`src/rtl/minmax_tracker_pkg.sv`:
```
// Shared definitions for the min/max/rise/fall window tracker.
package minmax_tracker_pkg;

    // Default sample width and window length.
    localparam int unsigned DEFAULT_WIDTH     = 4;
    localparam int unsigned DEFAULT_N_SAMPLES = 8;

    // FSM state encoding; 2'b11 is illegal and recovers to ST_IDLE.
    typedef enum logic [1:0] {
        ST_IDLE  = 2'b00,
        ST_ACCUM = 2'b01,
        ST_HOLD  = 2'b10
    } state_e;

endpackage

```
`src/rtl/mag_cmp.sv`:
```
// Unsigned magnitude comparator with mutually exclusive gt/lt/eq outputs.
module mag_cmp #(
    parameter int unsigned WIDTH = 4
) (
    input  logic [WIDTH-1:0] a,
    input  logic [WIDTH-1:0] b,
    output logic             gt,
    output logic             lt,
    output logic             eq
);

    // Equality wins, so exactly one of gt/lt/eq is ever set.
    always_comb begin
        eq = (a == b);
        gt = !eq && (a > b);
        lt = !eq && !(a > b);
    end

endmodule

```
`src/rtl/minmax_tracker.sv`:
```
// Window tracker: running max, min and rise/fall counts over N_SAMPLES
// accepted samples, presented over a valid/ready result handshake.
module minmax_tracker
    import minmax_tracker_pkg::*;
#(
    parameter int unsigned WIDTH     = DEFAULT_WIDTH,
    parameter int unsigned N_SAMPLES = DEFAULT_N_SAMPLES,
    parameter int unsigned CW        = $clog2(N_SAMPLES + 1)
) (
    input  logic             clk,
    input  logic             rst,
    input  logic             clear,
    input  logic             in_valid,
    input  logic [WIDTH-1:0] in_data,
    output logic             in_ready,
    output logic             res_valid,
    input  logic             res_ready,
    output logic [WIDTH-1:0] max_val,
    output logic [WIDTH-1:0] min_val,
    output logic [CW-1:0]    rise_cnt,
    output logic [CW-1:0]    fall_cnt,
    output logic             busy
);

    localparam logic [CW-1:0] CNT_LAST = CW'(N_SAMPLES);
    localparam logic [CW-1:0] CNT_ONE  = CW'(1);

    state_e           state_q;
    logic [WIDTH-1:0] max_q;
    logic [WIDTH-1:0] min_q;
    logic [WIDTH-1:0] prev_q;
    logic [CW-1:0]    rise_q;
    logic [CW-1:0]    fall_q;
    logic [CW-1:0]    cnt_q;
    logic             in_ready_q;
    logic             res_valid_q;
    logic             busy_q;

    logic             max_gt, max_lt, max_eq;
    logic             min_gt, min_lt, min_eq;
    logic             prev_gt, prev_lt, prev_eq;
    logic             accept;
    logic             take;
    logic [CW-1:0]    cnt_inc;

    // Three parallel compares of the incoming sample against pre-edge state.
    mag_cmp #(
        .WIDTH(WIDTH)
    ) u_cmp_max (
        .a  (in_data),
        .b  (max_q),
        .gt (max_gt),
        .lt (max_lt),
        .eq (max_eq)
    );

    mag_cmp #(
        .WIDTH(WIDTH)
    ) u_cmp_min (
        .a  (in_data),
        .b  (min_q),
        .gt (min_gt),
        .lt (min_lt),
        .eq (min_eq)
    );

    mag_cmp #(
        .WIDTH(WIDTH)
    ) u_cmp_prev (
        .a  (in_data),
        .b  (prev_q),
        .gt (prev_gt),
        .lt (prev_lt),
        .eq (prev_eq)
    );

    // Handshake qualifiers and the incremented sample count.
    always_comb begin
        accept  = in_valid && in_ready_q;
        take    = res_valid_q && res_ready;
        cnt_inc = cnt_q + CNT_ONE;
    end

    // FSM with datapath registers and registered handshake/status outputs.
    always_ff @(posedge clk) begin
        if (rst || clear) begin
            state_q     <= ST_IDLE;
            max_q       <= '0;
            min_q       <= '0;
            prev_q      <= '0;
            rise_q      <= '0;
            fall_q      <= '0;
            cnt_q       <= '0;
            in_ready_q  <= 1'b1;
            res_valid_q <= 1'b0;
            busy_q      <= 1'b0;
        end else begin
            case (state_q)
                ST_IDLE: begin
                    if (accept) begin
                        max_q  <= in_data;
                        min_q  <= in_data;
                        prev_q <= in_data;
                        rise_q <= '0;
                        fall_q <= '0;
                        cnt_q  <= CNT_ONE;
                        busy_q <= 1'b1;
                        if (N_SAMPLES == 1) begin
                            state_q     <= ST_HOLD;
                            in_ready_q  <= 1'b0;
                            res_valid_q <= 1'b1;
                        end else begin
                            state_q <= ST_ACCUM;
                        end
                    end
                end
                ST_ACCUM: begin
                    if (accept) begin
                        if (!max_eq && max_gt) begin
                            max_q <= in_data;
                        end
                        if (!min_eq && min_lt) begin
                            min_q <= in_data;
                        end
                        if (prev_gt) begin
                            rise_q <= rise_q + CNT_ONE;
                        end else if (prev_lt) begin
                            fall_q <= fall_q + CNT_ONE;
                        end
                        prev_q <= in_data;
                        cnt_q  <= cnt_inc;
                        if (cnt_inc == CNT_LAST) begin
                            state_q     <= ST_HOLD;
                            in_ready_q  <= 1'b0;
                            res_valid_q <= 1'b1;
                        end
                    end
                end
                ST_HOLD: begin
                    // Result registers stay put until the next window's first sample.
                    if (take) begin
                        state_q     <= ST_IDLE;
                        in_ready_q  <= 1'b1;
                        res_valid_q <= 1'b0;
                        busy_q      <= 1'b0;
                    end
                end
                default: begin
                    state_q     <= ST_IDLE;
                    in_ready_q  <= 1'b1;
                    res_valid_q <= 1'b0;
                    busy_q      <= 1'b0;
                end
            endcase
        end
    end

    // Output ports driven straight from registers.
    always_comb begin
        in_ready  = in_ready_q;
        res_valid = res_valid_q;
        busy      = busy_q;
        max_val   = max_q;
        min_val   = min_q;
        rise_cnt  = rise_q;
        fall_cnt  = fall_q;
    end

    // Unused compare outputs kept for symmetry of the three compare lanes.
    logic unused_cmp;
    always_comb begin
        unused_cmp = max_lt ^ min_gt;
    end

endmodule

```
`config.mk`:
```
export PLATFORM = sky130hd
export DESIGN_NAME = minmax_tracker
export DESIGN_NICKNAME = d
export VERILOG_FILES = /design/src/rtl/minmax_tracker_pkg.sv /design/src/rtl/mag_cmp.sv /design/src/rtl/minmax_tracker.sv
export SDC_FILE = /design/constraint.sdc
export NUM_CORES = 1
export LEC_CHECK = 0
export BUFFER_PORTS_ARGS = -buffer_cell sky130_fd_sc_hd__buf_2
export CAP_MARGIN = 20
export CORE_AREA = 2 2 53 64
export DETAILED_ROUTE_END_ITERATION = 10
export DIE_AREA = 0 0 55 66
export PLACE_DENSITY = 0.74
export SYNTH_ARGS = -nofsm -noshare
export SYNTH_HDL_FRONTEND = slang
export SYNTH_SLANG_ARGS = --single-unit
```
`constraint.sdc`:
```
create_clock -name clk -period 3.7 [get_ports clk]
set_input_delay 0.37 -clock clk [delete_from_list [all_inputs] [get_ports clk]]
set_output_delay 0.37 -clock clk [all_outputs]
set_load 0.005 [all_outputs]
```
==> flow_metrics.env, run 1 <==
export IMPL_yosysWarningCount=0
export IMPL_drive_above_1_share_pct=21.0
export IMPL_post_route_util_pct=60.7
export IMPL_cp_arrival_ps=2180
export IMPL_synth_seq_area_share_pct=36.6
export IMPL_timing_rr_end="fall_cnt[0]"
export IMPL_synth_compound_area_share_pct=17.4
export IMPL_vias=1392
export IMPL_hold_end="prev_q[0]"
export IMPL_syn_to_final_growth_pct=15.8
export IMPL_fillers=293
export IMPL_setup_viol=0
export IMPL_ys_ff_latch=29
export IMPL_num_rows=22
export IMPL_ir_drop_v=0.000423
export IMPL_dp_hpwl_um=2490
export IMPL_clockBufferDepth=2
export IMPL_cts_setup_buffers=0
export IMPL_avgSynthCellArea_sq_um=8.58
export IMPL_rsz0062_at_grt="false"
export IMPL_ant_nets=0
export IMPL_root_buffer="clkbuf_4"
export IMPL_cts_sinks=29
export IMPL_design_core_area_sq_mm=0.00303
export IMPL_boundaryPins=28
export IMPL_drt_first_pass_iters=4
export IMPL_synth_cell_types=41
export IMPL_cp_startpoint="state_q[0]"
export IMPL_leakagePower_nw=0.772
export IMPL_cts_tree="done"
export IMPL_total_power_w=0.000732
export IMPL_dieArea_sq_mm=0.00363
export IMPL_slew_limit_headroom_pct=65.2
export IMPL_max_freq_mhz=524
export IMPL_clk_pin_slew_ps=100
export IMPL_grt_max_degree=27
export IMPL_synth_simple_area_share_pct=20.9
export IMPL_cts_hold_buf=0
export IMPL_r2r_start="state_q[0]"
export IMPL_htree_levels=2
export IMPL_fin_skew_ps=7.82
export IMPL_crit_required_ps=3980
export IMPL_nets=237
export IMPL_grtUsageTotal_pct=21.5
export IMPL_cp_max_fo=11
export IMPL_reg2reg_depth=5
export IMPL_clk_latency_ps=340
export IMPL_status="finished, final reports clean"
export IMPL_powerDensity_mw_per_mm2=399
export IMPL_n_antenna_cell=0
export IMPL_grt_remaining_overflow=0
export IMPL_synth_area_sq_mm=0.00159
export IMPL_hold_ws_ps=306
export IMPL_drc_errors=0
export IMPL_antenna_found_initial=0
export IMPL_final_cell_mix="dfxtp_1 (29), buf_2 (27), nor2_1 (22), nand2_1 (21), a21oi_1 (17)"
export IMPL_netlist_instances=185
export IMPL_holdCritStartpoint="in_data[0]"
export IMPL_synthMuxAreaShare_pct=6.47
export IMPL_via_per_inst=5.57
export IMPL_port_buffers=27
export IMPL_path_class="reg -> reg"
export IMPL_die_h_um=66
export IMPL_tns_ps=0
export IMPL_gp_congestion=0.779
export IMPL_syn_nets=209
export IMPL_wl_per_cell_um=13.3
export IMPL_tightest_slew_ps=520
export IMPL_grt_pass1_vias=1356
export IMPL_drtIter0Drc=27
export IMPL_critPathLaunchType="register"
export IMPL_synth_top_family_by_area="simple AND/OR/NAND/NOR gates"
export IMPL_hp_class="in -> reg"
export IMPL_final_cells=250
export IMPL_final_common_cell="dfxtp_1"
export IMPL_numCtsBuffers=5
export IMPL_maxCapViolCount=0
export IMPL_start_util_pct=52.4
export IMPL_synthAdderAreaFrac_pct=11.8
export IMPL_critPathCaptureType="register"
export IMPL_slew_viol_final=0
export IMPL_hold_depth=3
export IMPL_hold_viol=0
export IMPL_finalCriticalPeriod_ps=1910
export IMPL_post_route_period_util_pct=51.6
export IMPL_post_cts_resized=0
export IMPL_die_w_um=55
export IMPL_drt_total_wl_um=3330
export IMPL_dpl_cell_count=242
export IMPL_yosys_area_share_xor_xnor_pct=1.66
export IMPL_ff2ff_setup_slack_ps=1790
export IMPL_grt_pass1_wl_um=5600
-- worst max-delay path, stage by stage (launching register included) --
cell     delay [ps]
dfxtp_1         610
nor2b_2         290
nand3_1         170
or4_1           430
mux2_2          270
nor2_1           80
-- flip-flops by register name, summed over array words and instances, names as in the netlist --
signal     cells
cnt_q          4
min_val        4
state_q        2
fall_cnt       4
max_val        4
prev_q         4
rise_cnt       4
busy           1
in_ready       1
res_valid      1
-- cell type report --
cell class / instances / area [sq um] / share of cell area [%]
tap: 36 / 45.0 / 2.45
clock buffer: 5 / 37.5 / 2.04
inverter: 13 / 48.8 / 2.66
sequential: 29 / 581 / 31.6
multi-input combinational: 137 / 925 / 50.3
timing repair buffer: 27 / 135 / 7.36
clock inverter: 3 / 65.1 / 3.54
-- cells in the mapped netlist --
cell,count,area (sq um)
or4_1,2,15.0
nand3b_1,1,7.51
inv_1,13,48.8
nand3_1,5,25.0
o21ai_1,2,10.0
a2111oi_0,1,8.76
and3b_1,1,8.76
a21oi_2,2,17.5
nor4b_1,1,8.76
or3_1,2,12.5
or2_2,2,12.5
nand4_1,1,6.26
nor2_1,22,82.6
a21o_1,3,22.5
a22oi_1,1,7.51
a31oi_4,1,21.3
nor3_1,1,5.00
ha_1,15,188
xor2_1,2,17.5
o22ai_2,1,12.5
o21bai_1,1,7.51
nor2b_1,2,12.5
mux2i_1,8,80.1
a211oi_1,2,15.0
dfxtp_1,29,581
a311oi_1,1,8.76
o21ai_0,5,25.0
o211ai_1,2,15.0
xnor2_1,1,8.76
buf_6,1,11.3
a21oi_1,17,85.1
and4_1,1,8.76
nand2b_1,3,18.8
and3_1,2,12.5
nand2_1,21,78.8
mux2_2,2,22.5
nor2b_2,1,8.76
nor3b_1,1,7.51
a211oi_4,1,20.0
clkbuf_1,3,11.3
buf_2,2,10.0
-- worst max path at each step --
stage	to	slack, ps	cells past startpoint
after floorplan	fall_cnt[0]	1900	7
after global placement	fall_cnt[0]	1680	8
after detailed placement	fall_cnt[0]	1610	8
after CTS	fall_cnt[0]	1800	7
after global routing	rise_cnt[3]	1660	5
final	fall_cnt[0]	1790	5
-- cell families after synthesis --
kind of cell,Yosys count
buffers and inverters,19
XOR/XNOR,3
adder cells (fa/ha/maj),15
AO/OA/AOI/OAI,40
AND/OR/NAND/NOR,69
flip-flops,29
multiplexers,10
-- power by group --
group | total, W | switching [W] | internal [W] | leakage (nW)
combinational | 0.0000800 | 0.0000475 | 0.0000325 | 0.482
clock | 0.000327 | 0.000118 | 0.000209 | 0.0552
sequential | 0.000325 | 0.00000664 | 0.000318 | 0.235
total | 0.000732 | 0.000172 | 0.000560 | 0.772
-- stage by stage --
step | setup WS, ps | area (sq um)
finish | 1790 | 1840
global route | 1660 | 1840
CTS | 1800 | 1840
detailed placement | 1610 | 1730
global placement | 1680 | 1730
floorplan | 1900 | 1590
-- routing by layer --
| metal | track usage, % | vias to the layer above | wire [um] |
|---|---|---|---|
| met5 | 0 | - | 0 |
| met4 | 11.3 | 0 | 76 |
| met3 | 7.24 | 8 | 151 |
| met2 | 36.2 | 29 | 1640 |
| met1 | 22.8 | 657 | 1470 |
| li1 | - | 698 | - |
Note: power is estimated with default switching activity, not from simulation.
==> run 2: changes to the inputs <==
Settings changed: ABC_AREA from default to 1.
Clock period 3.7 ns to 1.95 ns, I/O delays scaled along.
==> run 2 against run 1 <==
Compared with the run above:
- flip-flop and latch count unchanged
- count of clock-buffer cells in the layout rose by 2
- global-route usage fell by 1.1 points
- critical endpoint is now fall_cnt[1]
- critical path depth increased by 6
- register-to-register slack lost 1400 ps
==> flow_metrics.env, run 2 <==
export IMPL_design_core_area_sq_mm=0.00303
export IMPL_ys_ff_latch=29
export IMPL_cp_arrival_ps=1750
export IMPL_die_w_um=55
export IMPL_nets=274
export IMPL_dpl_cell_count=279
export IMPL_hold_viol=0
export IMPL_cts_hold_buf=0
export IMPL_cts_tree="done"
export IMPL_finalCriticalPeriod_ps=1530
export IMPL_dp_hpwl_um=2360
export IMPL_wl_per_cell_um=11.0
export IMPL_rsz0062_at_grt="false"
export IMPL_vias=1454
export IMPL_ir_drop_v=0.000437
export IMPL_synth_area_leaders="dfxtp_1 (36%), ha_1 (12%), nand2_1 (12%)"
export IMPL_start_util_pct=52.7
export IMPL_final_cell_mix="nand2_1 (50), dfxtp_1 (29), buf_2 (27), nor2_1 (25)"
export IMPL_status="finished, final reports clean"
export IMPL_grt_remaining_overflow=0
export IMPL_ys_flop_type="dfxtp_1"
export IMPL_synth_area_sq_mm=0.00160
export IMPL_drive_above_1_share_pct=19.6
export IMPL_netlist_instances=218
export IMPL_fin_skew_ps=4.71
export IMPL_yosysWarningCount=0
export IMPL_cts_sinks=29
export IMPL_clockBufferDepth=2
export IMPL_total_power_w=0.00119
export IMPL_boundaryPins=28
export IMPL_grt_pass1_vias=1327
export IMPL_synthArstFlopShare_pct=0
export IMPL_numCtsBuffers=5
export IMPL_critPathLaunchType="register"
export IMPL_clk_latency_ps=320
export IMPL_post_cts_resized=0
export IMPL_grt_max_degree=16
export IMPL_via_per_inst=5.08
export IMPL_htree_levels=2
export IMPL_synth_top_area_share_pct=36.4
export IMPL_yosys_area_top_type="dfxtp_1"
export IMPL_port_buffers=27
export IMPL_finalWorstSetupSlack_ps=424
export IMPL_path_class="reg -> reg"
export IMPL_final_common_cell="nand2_1"
export IMPL_slew_viol_final=0
export IMPL_maxCapViolCount=0
export IMPL_drc_errors=0
export IMPL_cts_setup_buffers=0
export IMPL_cp_max_fo=4
export IMPL_powerDensity_mw_per_mm2=655
export IMPL_n_antenna_cell=0
export IMPL_grt_pass1_wl_um=5340
export IMPL_leakagePower_nw=0.850
export IMPL_antenna_found_initial=0
export IMPL_drtIter0Drc=30
export IMPL_critPathCaptureType="register"
export IMPL_synth_cell_types=24
export IMPL_max_freq_mhz=655
export IMPL_crit_required_ps=2180
export IMPL_drt_total_wl_um=3150
export IMPL_post_route_period_util_pct=78.2
export IMPL_dieArea_sq_mm=0.00363
export IMPL_die_h_um=66
export IMPL_syn_to_final_growth_pct=14.0
export IMPL_syn_nets=242
export IMPL_tns_ps=0
export IMPL_slew_limit_headroom_pct=67.1
export IMPL_place_ws_ps=417
export IMPL_synth_edf_count=0
export IMPL_setup_viol=0
export IMPL_ant_nets=0
export IMPL_final_cells=286
export IMPL_clk_pin_slew_ps=90
export IMPL_avgSynthCellArea_sq_um=7.32
export IMPL_synth_seq_area_share_pct=36.4
export IMPL_tightest_slew_ps=492
export IMPL_drt_first_pass_iters=4
export IMPL_num_rows=22
export IMPL_synth_most_common_cell="nand2_1"
export IMPL_hold_ws_ps=174
export IMPL_gp_congestion=0.846
export IMPL_root_buffer="clkbuf_4"
export IMPL_yosys_top_cells_count="nand2_1 (50), dfxtp_1 (29), nor2_1 (25), a21oi_1 (23), inv_1 (23)"
export IMPL_hp_class="in -> reg"
export IMPL_grtUsageTotal_pct=20.4
==> run 2: area by class of cell <==
class / count / area [sq um]
clock buffers: 7 / 55.1
fillers: 297 / 1210
multi-input cells: 160 / 898
well taps: 36 / 45.0
repair buffers: 28 / 143
inverters: 26 / 97.6
flip-flops and latches: 29 / 581
==> run 2: metrics by stage <==
stage	util, %	instance area [sq um]
after floorplan	-	1600
after global placement	58.3	1760
after detailed placement	58.3	1760
after CTS	60.1	1820
after global routing	60.1	1820
final	60.1	1820
==> run 2: power breakdown <==
part,total (W),switching [W],leakage [nW],internal (W)
Combinational,0.000197,0.000123,0.582,0.0000739
Clock,0.000370,0.000200,0.0314,0.000170
Sequential,0.000625,0.0000141,0.236,0.000611
==> run 2: final timing paths <==
check / startpoint / slack, ps / to / cells past startpoint
setup / recovery: prev_q[3] / 420 / fall_cnt[1] / 11
hold / removal: in_data[0] / 170 / prev_q[0] / 3
setup reg to reg: prev_q[3] / 420 / fall_cnt[1] / 11
hold reg to reg: busy / 460 / busy / 2
==> run 2: cells by family after synthesis <==
kind of cell / Yosys count / synth area share (%)
AND/OR/NAND/NOR: 106 / 30.4
buffers and inverters: 29 / 7.29
AO/OA/AOI/OAI: 35 / 11.9
XOR/XNOR: 4 / 2.20
adder cells (fa/ha/maj): 15 / 11.8
flip-flops: 29 / 36.4
==> run 2: layer usage <==
layer | track usage [%] | routed length [um] | vias up
met1 | 23.1 | 1440 | 653
met2 | 34.7 | 1530 | 23
met3 | 7.24 | 145 | 5
met5 | 0 | 0 | -
li1 | - | - | 773
met4 | 6.40 | 38 | 0
==> run 2: critical path, stage by stage (launching register included) <==
cell	delay, ps
dfxtp_1	310
inv_1	50
ha_1	280
nand2_1	50
inv_1	60
nand3_1	130
nand3_1	130
nand2_1	90
nand2_1	130
inv_1	60
nor2_1	90
nor2_1	50
==> run 3: changes to the inputs <==
Settings changed: CORE_AREA 2 2 53 64 to 2 2 56 68, DIE_AREA 0 0 55 66 to 0 0 58 70, PLACE_DENSITY 0.74 to 0.69.
Clock period 1.95 ns to 1.4 ns, I/O delays scaled along.
==> run 3 against run 2 <==
Compared with the run above:
- the flow now finishes with violations (negative setup slack)
- utilization rose by 2.5 points
- sequential power rose by 41%
- highest routed layer unchanged
- largest power group unchanged
- maximum frequency rose by 5.1%
==> flow_metrics.env, run 3 (synthesized netlist as in run 2, its figures left out) <==
export IMPL_dieArea_sq_mm=0.00406
export IMPL_crit_required_ps=1610
export IMPL_r2r_start="prev_q[1]"
export IMPL_htree_levels=2
export IMPL_drtIter0Drc=44
export IMPL_max_freq_mhz=689
export IMPL_cts_sinks=29
export IMPL_finalWorstSetupSlack_ps=-51.2
export IMPL_holdCritStartpoint="in_data[0]"
export IMPL_cts_tree="done"
export IMPL_critPathLaunchType="register"
export IMPL_clk_pin_slew_ps=60
export IMPL_cp_max_fo=5
export IMPL_start_util_pct=45.8
export IMPL_clockBufferDepth=2
export IMPL_grt_max_degree=16
export IMPL_ant_nets=0
export IMPL_clk_latency_ps=280
export IMPL_drive_above_1_share_pct=44.8
export IMPL_via_per_inst=5.12
export IMPL_tightest_slew_ps=512
export IMPL_nets=284
export IMPL_slew_viol_final=0
export IMPL_vias=1535
export IMPL_hp_class="in -> reg"
export IMPL_antenna_found_initial=0
export IMPL_drc_errors=0
export IMPL_final_cell_mix="nand2_1 (36), buf_2 (27), nor2_1 (23), dfxtp_1 (19), inv_1 (15)"
export IMPL_maxCapViolCount=0
export IMPL_total_power_w=0.00205
export IMPL_boundaryPins=28
export IMPL_fin_skew_ps=5.04
export IMPL_slew_limit_headroom_pct=65.9
export IMPL_drt_first_pass_iters=4
export IMPL_setup_viol=7
export IMPL_root_buffer="clkbuf_8"
export IMPL_design_core_area_sq_mm=0.00348
export IMPL_path_class="reg -> reg"
export IMPL_cts_hold_buf=0
export IMPL_numCtsBuffers=5
export IMPL_post_route_period_util_pct=104
export IMPL_num_rows=24
export IMPL_status="finished, violations left"
export IMPL_gp_congestion=0.765
export IMPL_hold_viol=0
export IMPL_violations="negative setup slack"
export IMPL_drt_total_wl_um=3710
export IMPL_wl_per_cell_um=12.4
export IMPL_ir_drop_v=0.000733
export IMPL_critPathCaptureType="register"
export IMPL_grt_remaining_overflow=0
export IMPL_grt_pass1_vias=1456
export IMPL_finalCriticalPeriod_ps=1450
export IMPL_powerDensity_mw_per_mm2=941
export IMPL_grtUsageTotal_pct=19.1
export IMPL_die_h_um=70
export IMPL_n_antenna_cell=0
export IMPL_place_ws_ps=-51.4
export IMPL_port_buffers=27
export IMPL_cp_arrival_ps=1660
export IMPL_cp_startpoint="prev_q[1]"
export IMPL_rsz0062_at_grt="true"
export IMPL_syn_to_final_growth_pct=36.5
export IMPL_leakagePower_nw=0.960
export IMPL_final_common_cell="nand2_1"
export IMPL_die_w_um=58
export IMPL_dp_hpwl_um=2400
export IMPL_grt_pass1_wl_um=6070
==> run 3: area by class of cell <==
| type | count | area (sq um) |
|---|---|---|
| Clock buffer | 7 | 96.3 |
| Clock inverter | 1 | 5.00 |
| Fill cell | 323 | 1310 |
| Inverter | 26 | 97.6 |
| Multi-Input combinational cell | 160 | 1120 |
| Sequential cell | 29 | 593 |
| Tap cell | 39 | 48.8 |
| Timing Repair Buffer | 38 | 221 |
==> run 3: repair_timing <==
action | 4_1_cts | 5_1_grt
setup buffers | 2 | 2
resized for setup | 22 | 46
endpoints found under the setup margin | 14 | 19
pin swaps | 9 | 17
==> run 3: power by group <==
| part | switching [W] | leakage, nW | internal [W] | total [W] |
|---|---|---|---|---|
| logic | 0.000238 | 0.665 | 0.000173 | 0.000411 |
| registers | 0.0000236 | 0.240 | 0.000855 | 0.000879 |
| clock network | 0.000317 | 0.0542 | 0.000444 | 0.000761 |
| total | 0.000579 | 0.960 | 0.00147 | 0.00205 |
==> run 3: worst max-delay path: stages, from the launching register on <==
cell and delay, ps:
dfxtp_2 320, inv_2 40, ha_4 260, inv_2 30, o21bai_1 150, nand2_2 100
nand2_2 100, nand3_4 100, nand2_4 100, nand2_2 50, a21oi_2 130
==> run 3: layer usage <==
metal | routed length (um) | GRT usage (%)
met3 | 146 | 5.00
met4 | 12 | 6.20
met5 | 0 | 0
met1 | 1660 | 23.6
met2 | 1890 | 31.8
==> run 3: path summary, 6_finish.rpt <==
check	to	slack, ps	depth (start not counted)
max reg2reg	rise_cnt[0]	-50	10
min reg2reg	cnt_q[0]	460	1
min	prev_q[0]	190	3
max	rise_cnt[0]	-50	10
==> run 3: stage by stage <==
stage / cell area, sq um / instances / utilization (%) / setup TNS (ps) / hold slack [ps]
after floorplan: 1600 / 218 / - / 0 / 320
after global placement: 1820 / 288 / 52.1 / -56.1 / 447
after detailed placement: 1820 / 288 / 52.1 / -260 / 451
after CTS: 2010 / 298 / 57.6 / -8.90 / 160
after global routing: 2180 / 300 / 62.5 / -1580 / 215
final: 2180 / 300 / 62.5 / -183 / 190
